===== src/rtl/rst_seq_pkg.sv =====
// rtl/rst_seq_pkg.sv - shared state encoding and width helpers for the reset sequencer
package rst_seq_pkg;

    typedef enum logic [1:0] {
        WAIT_LOCK = 2'd0,
        STABLE    = 2'd1,
        RELEASE   = 2'd2,
        RUN       = 2'd3
    } rst_seq_state_e;

    function automatic int max_int(input int a, input int b);
        return (a > b) ? a : b;
    endfunction

    // Counters and indices need at least one bit even when the range collapses to 1.
    function automatic int clog2_min1(input int n);
        return (n <= 1) ? 1 : $clog2(n);
    endfunction

endpackage


===== src/rtl/bit_synchronizer.sv =====
// rtl/bit_synchronizer.sv - multi-flop synchronizer for a single asynchronous status bit
module bit_synchronizer #(
    parameter int STAGES = 2
) (
    input  logic clk_i,
    input  logic rst_i,
    input  logic d_i,
    output logic q_o
);

    logic [STAGES-1:0] sync_q;

    always_ff @(posedge clk_i) begin
        if (rst_i) begin
            sync_q <= '0;
        end else begin
            sync_q <= {sync_q[STAGES-2:0], d_i};
        end
    end

    assign q_o = sync_q[STAGES-1];

endmodule


===== src/rtl/reset_sequencer.sv =====
// rtl/reset_sequencer.sv - staged per-domain reset release gated on stable MMCM lock
module reset_sequencer
    import rst_seq_pkg::*;
#(
    parameter int SYNC_STAGES        = 2,
    parameter int LOCK_STABLE_CYCLES = 1024,
    parameter int STAGE_DELAY        = 16,
    parameter int N_STAGES           = 3,
    parameter int CNT_WIDTH          = 8
) (
    input  logic                 i_clock,
    input  logic                 i_reset,
    input  logic                 i_locked,
    input  logic                 i_force_reset,
    input  logic                 i_clear_lost,
    output logic [N_STAGES-1:0]  o_reset,
    output logic                 o_ready,
    output logic                 o_lock_lost,
    output logic [CNT_WIDTH-1:0] o_loss_count
);

    localparam int CW = clog2_min1(max_int(LOCK_STABLE_CYCLES, STAGE_DELAY));
    localparam int IW = clog2_min1(N_STAGES);
    localparam logic [CW-1:0] LOCK_LAST  = CW'(LOCK_STABLE_CYCLES - 1);
    localparam logic [CW-1:0] STAGE_LAST = CW'(STAGE_DELAY - 1);
    localparam logic [IW-1:0] IDX_LAST   = IW'(N_STAGES - 1);

    rst_seq_state_e        state_q, state_d;
    logic [CW-1:0]         cnt_q, cnt_d;
    logic [IW-1:0]         idx_q, idx_d;
    logic [N_STAGES-1:0]   rst_q, rst_d;
    logic                  ready_q, ready_d;
    logic                  lk, lk_q;
    logic                  lost_q, lost_d;
    logic [CNT_WIDTH-1:0]  loss_cnt_q, loss_cnt_d;
    logic                  lock_fall;

    bit_synchronizer #(
        .STAGES (SYNC_STAGES)
    ) u_lock_sync (
        .clk_i (i_clock),
        .rst_i (i_reset),
        .d_i   (i_locked),
        .q_o   (lk)
    );

    assign lock_fall = lk_q & ~lk;

    always_comb begin
        state_d = state_q;
        cnt_d   = cnt_q;
        idx_d   = idx_q;
        rst_d   = rst_q;
        ready_d = ready_q;

        case (state_q)
            WAIT_LOCK: begin
                rst_d   = '1;
                ready_d = 1'b0;
                cnt_d   = '0;
                idx_d   = '0;
                if (lk) begin
                    state_d = STABLE;
                end
            end
            STABLE: begin
                if (cnt_q == LOCK_LAST) begin
                    state_d = RELEASE;
                    cnt_d   = '0;
                    idx_d   = '0;
                end else begin
                    cnt_d = cnt_q + CW'(1);
                end
            end
            RELEASE: begin
                if (cnt_q == STAGE_LAST) begin
                    cnt_d = '0;
                    for (int k = 0; k < N_STAGES; k++) begin
                        if (idx_q == IW'(k)) begin
                            rst_d[k] = 1'b0;
                        end
                    end
                    if (idx_q == IDX_LAST) begin
                        state_d = RUN;
                        ready_d = 1'b1;
                    end else begin
                        idx_d = idx_q + IW'(1);
                    end
                end else begin
                    cnt_d = cnt_q + CW'(1);
                end
            end
            RUN: begin
                rst_d   = '0;
                ready_d = 1'b1;
            end
            default: begin
                state_d = WAIT_LOCK;
            end
        endcase

        // Lock loss and forced restart both abort any sequence in progress.
        if ((state_q != WAIT_LOCK) && (!lk || i_force_reset)) begin
            state_d = WAIT_LOCK;
            rst_d   = '1;
            ready_d = 1'b0;
            cnt_d   = '0;
            idx_d   = '0;
        end
    end

    // A loss on the same edge as a clear must survive, so it is applied last.
    always_comb begin
        lost_d     = lost_q;
        loss_cnt_d = loss_cnt_q;
        if (i_clear_lost) begin
            lost_d     = 1'b0;
            loss_cnt_d = '0;
        end
        if (lock_fall) begin
            lost_d = 1'b1;
            if (i_clear_lost) begin
                loss_cnt_d = CNT_WIDTH'(1);
            end else if (loss_cnt_q != '1) begin
                loss_cnt_d = loss_cnt_q + CNT_WIDTH'(1);
            end
        end
    end

    always_ff @(posedge i_clock) begin
        if (i_reset) begin
            state_q    <= WAIT_LOCK;
            cnt_q      <= '0;
            idx_q      <= '0;
            rst_q      <= '1;
            ready_q    <= 1'b0;
            lk_q       <= 1'b0;
            lost_q     <= 1'b0;
            loss_cnt_q <= '0;
        end else begin
            state_q    <= state_d;
            cnt_q      <= cnt_d;
            idx_q      <= idx_d;
            rst_q      <= rst_d;
            ready_q    <= ready_d;
            lk_q       <= lk;
            lost_q     <= lost_d;
            loss_cnt_q <= loss_cnt_d;
        end
    end

    assign o_reset      = rst_q;
    assign o_ready      = ready_q;
    assign o_lock_lost  = lost_q;
    assign o_loss_count = loss_cnt_q;

endmodule


===== config.mk =====
export PLATFORM = sky130hd
export DESIGN_NAME = reset_sequencer
export DESIGN_NICKNAME = d
export VERILOG_FILES = /design/src/rtl/rst_seq_pkg.sv /design/src/rtl/bit_synchronizer.sv /design/src/rtl/reset_sequencer.sv
export SDC_FILE = /design/constraint.sdc
export NUM_CORES = 1
export LEC_CHECK = 0
export CORE_MARGIN = 8
export CORE_UTILIZATION = 50
export CTS_BUF_LIST = sky130_fd_sc_hd__clkbuf_16
export CTS_CLUSTER_DIAMETER = 80
export DETAILED_ROUTE_END_ITERATION = 6
export PLACE_DENSITY_LB_ADDON = 0.12
export SYNTH_ARGS = -nofsm -noshare
export SYNTH_HDL_FRONTEND = slang
export SYNTH_SLANG_ARGS = --single-unit

===== constraint.sdc =====
create_clock -name i_clock -period 4.9 [get_ports i_clock]
set_input_delay 0.49 -clock i_clock [delete_from_list [all_inputs] [get_ports i_clock]]
set_output_delay 0.49 -clock i_clock [all_outputs]
set_load 0.01 [all_outputs]

==> results summary <==
The fraction of registers with async set or reset after synthesis is 0. The data required time of the critical path is between 5 and 6 ns. The share of synthesized cell area in and, or, nand and nor gates is 0.232. The worst hold path cell count is 1. The leftover overflow at the end of global routing is 0.

The area used by multi-input combinational logic came out at roughly 0.001 mm^2. The remaining number of nets flagged by the antenna check after routing came out at 0. The wire length per cell came out at about 15 um. The overall die area came out at about 0.0056 mm^2. The critical path data arrival time came out at around 2.3 ns.

The number of cell rows came out at 21. In this run the most used layer during global routing was met2. After layout, the minimum clock period comes to between 2 and 2.5 ns. Of the total synthesized cell area, the portion taken by XOR and XNOR cells is 0.0204. For this run, the number of Yosys warnings is 0. In the post-synthesis netlist, the cell with the most instances is sky130_fd_sc_hd__dfxtp_1.

TritonCTS built the clock tree. The I/O pin count came out at 18. By count the netlist is led by 30 x sky130_fd_sc_hd__dfxtp_1, 18 x sky130_fd_sc_hd__nand2_1, 17 x sky130_fd_sc_hd__inv_1, 16 x sky130_fd_sc_hd__a21oi_1, 11 x sky130_fd_sc_hd__ha_1. The clock root buffer master is sky130_fd_sc_hd__clkbuf_16.

The number of distinct library cells after synthesis came out at 48. The tightest slew margin relative to the limit came out at 0.494. The total of flip-flops plus latches after synthesis came out at 30.

The number of flops mapped to enable cells by yosys is 0. The number of H-tree levels came out at 2. The number of nets in the layout came out at about 230. IR analysis of the VDD net gives a maximum drop of 0.277 mV. The violation count after the first detailed-route iteration came out at 57. The power density over the cells is roughly 420 mW/mm^2. The transition time at the pin with the least slew margin came out at ~0.76 ns. The final count of negative-setup-slack endpoints came out at 0.

The worst setup path is launched from a flip-flop. The growth of design area from synthesis to finish came out at 21.3%. sky130_fd_sc_hd__dfxtp_1 takes more of the synthesized area than any other cell. After synthesis, the largest family of logic cells by area is compound AO/OA/AOI/OAI gates. The total leakage power came out at about 0.00074 uW. The chip width came out at 74.6 um.

The pin count of the biggest net entering global routing came out at 16. Once the clock tree was built, the resizer swapped 0 gates to a different size. The worst setup path is captured at a flip-flop. The fraction of met3 tracks used by global routing came out at 0.0280.

The logic depth of the worst setup path including buffers came out at 6. For this run, design rule violations remaining after detail routing come to 0. The tool flagged a number of max-cap violations equal to 0. The worst-case clock skew came out at between 0.005 and 0.006 ns. The routability congestion estimate came out at 0.809. Clock-pin slew was measured on the worst setup and hold paths at 0.05 ns.

Of all nets on the critical path, the largest fanout is 12. The core region is 0.00331 mm^2. The die height came out at about 75 um.

The global router's overall resource usage is 0.146. The timing-limited maximum frequency is 479 MHz. The depth of the worst register-to-register path is 6. Across all layers, the routed design uses roughly 1500 vias.

The wire length of the first global-routing pass is between 6000 and 7000 um. In this run the deepest clock path goes through 2 buffers. Synthesis produced a netlist with a net count of around 210.

The total detailed-routing wirelength is 3780 um. Before antenna repair, the detailed router went through 4 iterations. The share of cell area taken by muxes after synthesis came out at 0.0117.

In the synthesized netlist the dominant register cell turns out to be sky130_fd_sc_hd__dfxtp_1. The post-cts hold buffer count came out at 0. The adder-cell share of the synthesized area is 0.0801. The later pin in the worst-skew pair is clocked with a latency of 0.27 ns. The post-synthesis compound-gate area fraction was 0.240. The number of filler instances in the final layout is slightly below 300. In this design, the largest share of critical-path delay is due to simple AND/OR/NAND/NOR gates. The slowest stage of the critical path is the sky130_fd_sc_hd__nor2_1 cell. Setup repair after global routing left no endpoint under its margin. By instance count, the cell type seen most on the critical path is sky130_fd_sc_hd__inv_1. The number of CTS-inserted buffers is 5. The sequential element share of the synthesized area is 0.350. The post-route fraction of the period consumed by the critical path came out at 0.426. The count of input and output buffers came out at 17. The via count of the first global-routing pass came out at ~1400. The number of antenna violations at the first check in global routing came to 0. In the final layout, flip-flops and latches occupy ~600 um^2. The cell area that synthesis handed to floorplanning was roughly 0.0017 mm^2. By area the synthesized netlist is led by sky130_fd_sc_hd__dfxtp_1 35%, sky130_fd_sc_hd__ha_1 8.0%, sky130_fd_sc_hd__a21oi_1 4.7%. The sum of negative setup slack came out at 0 ns. Dividing the detail-routed via count by the number of cells gives between 5 and 6. The average footprint of a synthesized cell is slightly below 9 um^2.

The final count of pins violating max slew came to 0. The worst hold path belongs to the class flip-flop to flip-flop. Of the post-synthesis cell area, the dominant cell type holds 0.350.

Traced cell by cell, the critical path runs through inv_1 > ha_1 > inv_1 > nor2_1 > o221ai_1 > a21oi_1. The share of layout cells above drive strength 1 is 0.0660. The antenna diode instance count came out at 0. The completed layout was analyzed and its total power is between 800 and 900 uW. Detailed placement ended at an HPWL of around 2700 um. The worst path buffer plus inverter count came out at 2. The flow ran to the end, and the final reports show no timing, DRC or antenna violations. The final worst-path setup slack is around 2.8 ns. The largest single stage delay on the critical path is approximately 0.58 ns.

At the placement stage, the worst setup path has a slack of around 2.8 ns. For this configuration, the core starts out at a cell density of 0.519. The buffers inserted during post-CTS setup optimization came out at 0. In the global route stage, met2 resource usage came out at 0.241.

The number of hold-slack violations in the final timing report was 0. The count of mapped cells out of synthesis is about 200. CTS saw 30 sinks. The kind of critical path is flip-flop to flip-flop. For met1 alone, demand over resource in global routing was 0.178.
[state kept, by name, summed over array words and instances, names as in the netlist]
name / flops
cnt_q: 10
idx_q: 2
lk_q: 1
o_lock_lost: 1
o_loss_count: 8
o_ready: 1
o_reset: 3
state_q: 2
u_lock_sync.sync_q: 2
[placed cells by master (no fill, tap or decap), types with 4 or more instances in the layout]
cell and instances:
sky130_fd_sc_hd__a21oi_1 16, sky130_fd_sc_hd__a31oi_1 4, sky130_fd_sc_hd__and3_1 4, sky130_fd_sc_hd__and4_1 4, sky130_fd_sc_hd__clkbuf_16 5, sky130_fd_sc_hd__clkdlybuf4s50_1 17
sky130_fd_sc_hd__dfxtp_1 30, sky130_fd_sc_hd__ha_1 11, sky130_fd_sc_hd__inv_1 17, sky130_fd_sc_hd__nand2_1 18, sky130_fd_sc_hd__nand3_1 5, sky130_fd_sc_hd__nor2_1 9
sky130_fd_sc_hd__nor2b_1 4, sky130_fd_sc_hd__o221ai_1 5, sky130_fd_sc_hd__xnor2_1 4
[worst paths after layout]
| kind | from | end | slack (ns) |
|---|---|---|---|
| worst max-delay path | state_q[0]$_SDFFE_PP0P_ | cnt_q[4]$_SDFFE_PP0P_ | 2.81 |
| worst min-delay path | u_lock_sync.sync_q[0]$_SDFF_PP0_ | u_lock_sync.sync_q[1]$_SDFF_PP0_ | 0.45 |
| worst max register to register | state_q[0]$_SDFFE_PP0P_ | cnt_q[4]$_SDFFE_PP0P_ | 2.81 |
| worst min register to register | u_lock_sync.sync_q[0]$_SDFF_PP0_ | u_lock_sync.sync_q[1]$_SDFF_PP0_ | 0.45 |
[final cells by class]
type	count	area share
Tap cell	46	0.0276
Inverter	17	0.0306
Sequential cell	30	0.288
Timing Repair Buffer	17	0.0817
Multi-Input combinational cell	140	0.481
Clock inverter	3	0.0306
Clock buffer	5	0.0601
[cells by family (layout without fill, tap and decap cells)]
kind of cell,Yosys count,in the layout
muxes,2,2
AOI/OAI and AO/OA,55,55
and+or+nand+nor,68,68
buffers and inverters,27,42
xor gates and xnor gates,4,4
DFF,30,30
adders and majority gates,11,11
[metrics by stage]
stage	utilization	hold WS, ns	cell area [um^2]	instances
after floorplan	-	0.414	1720	197
after global placement	0.572	0.419	1890	250
after detailed placement	0.572	0.439	1890	250
after CTS	0.629	0.451	2080	258
after global routing	0.629	0.468	2080	258
final	0.629	0.448	2080	258
[power breakdown]
group / switching (uW) / internal (uW)
Sequential: 15.1 / 263
Combinational: 124 / 76.0
Clock: 102 / 289
Total: 240 / 628
[per-layer routing]
metal / wire [um] / up-vias
met5: 0 / -
met1: 1830 / 697
met4: 53 / 0
met3: 133 / 6
li1: - / 758
met2: 1770 / 25
(Power assumes the default switching activity.)
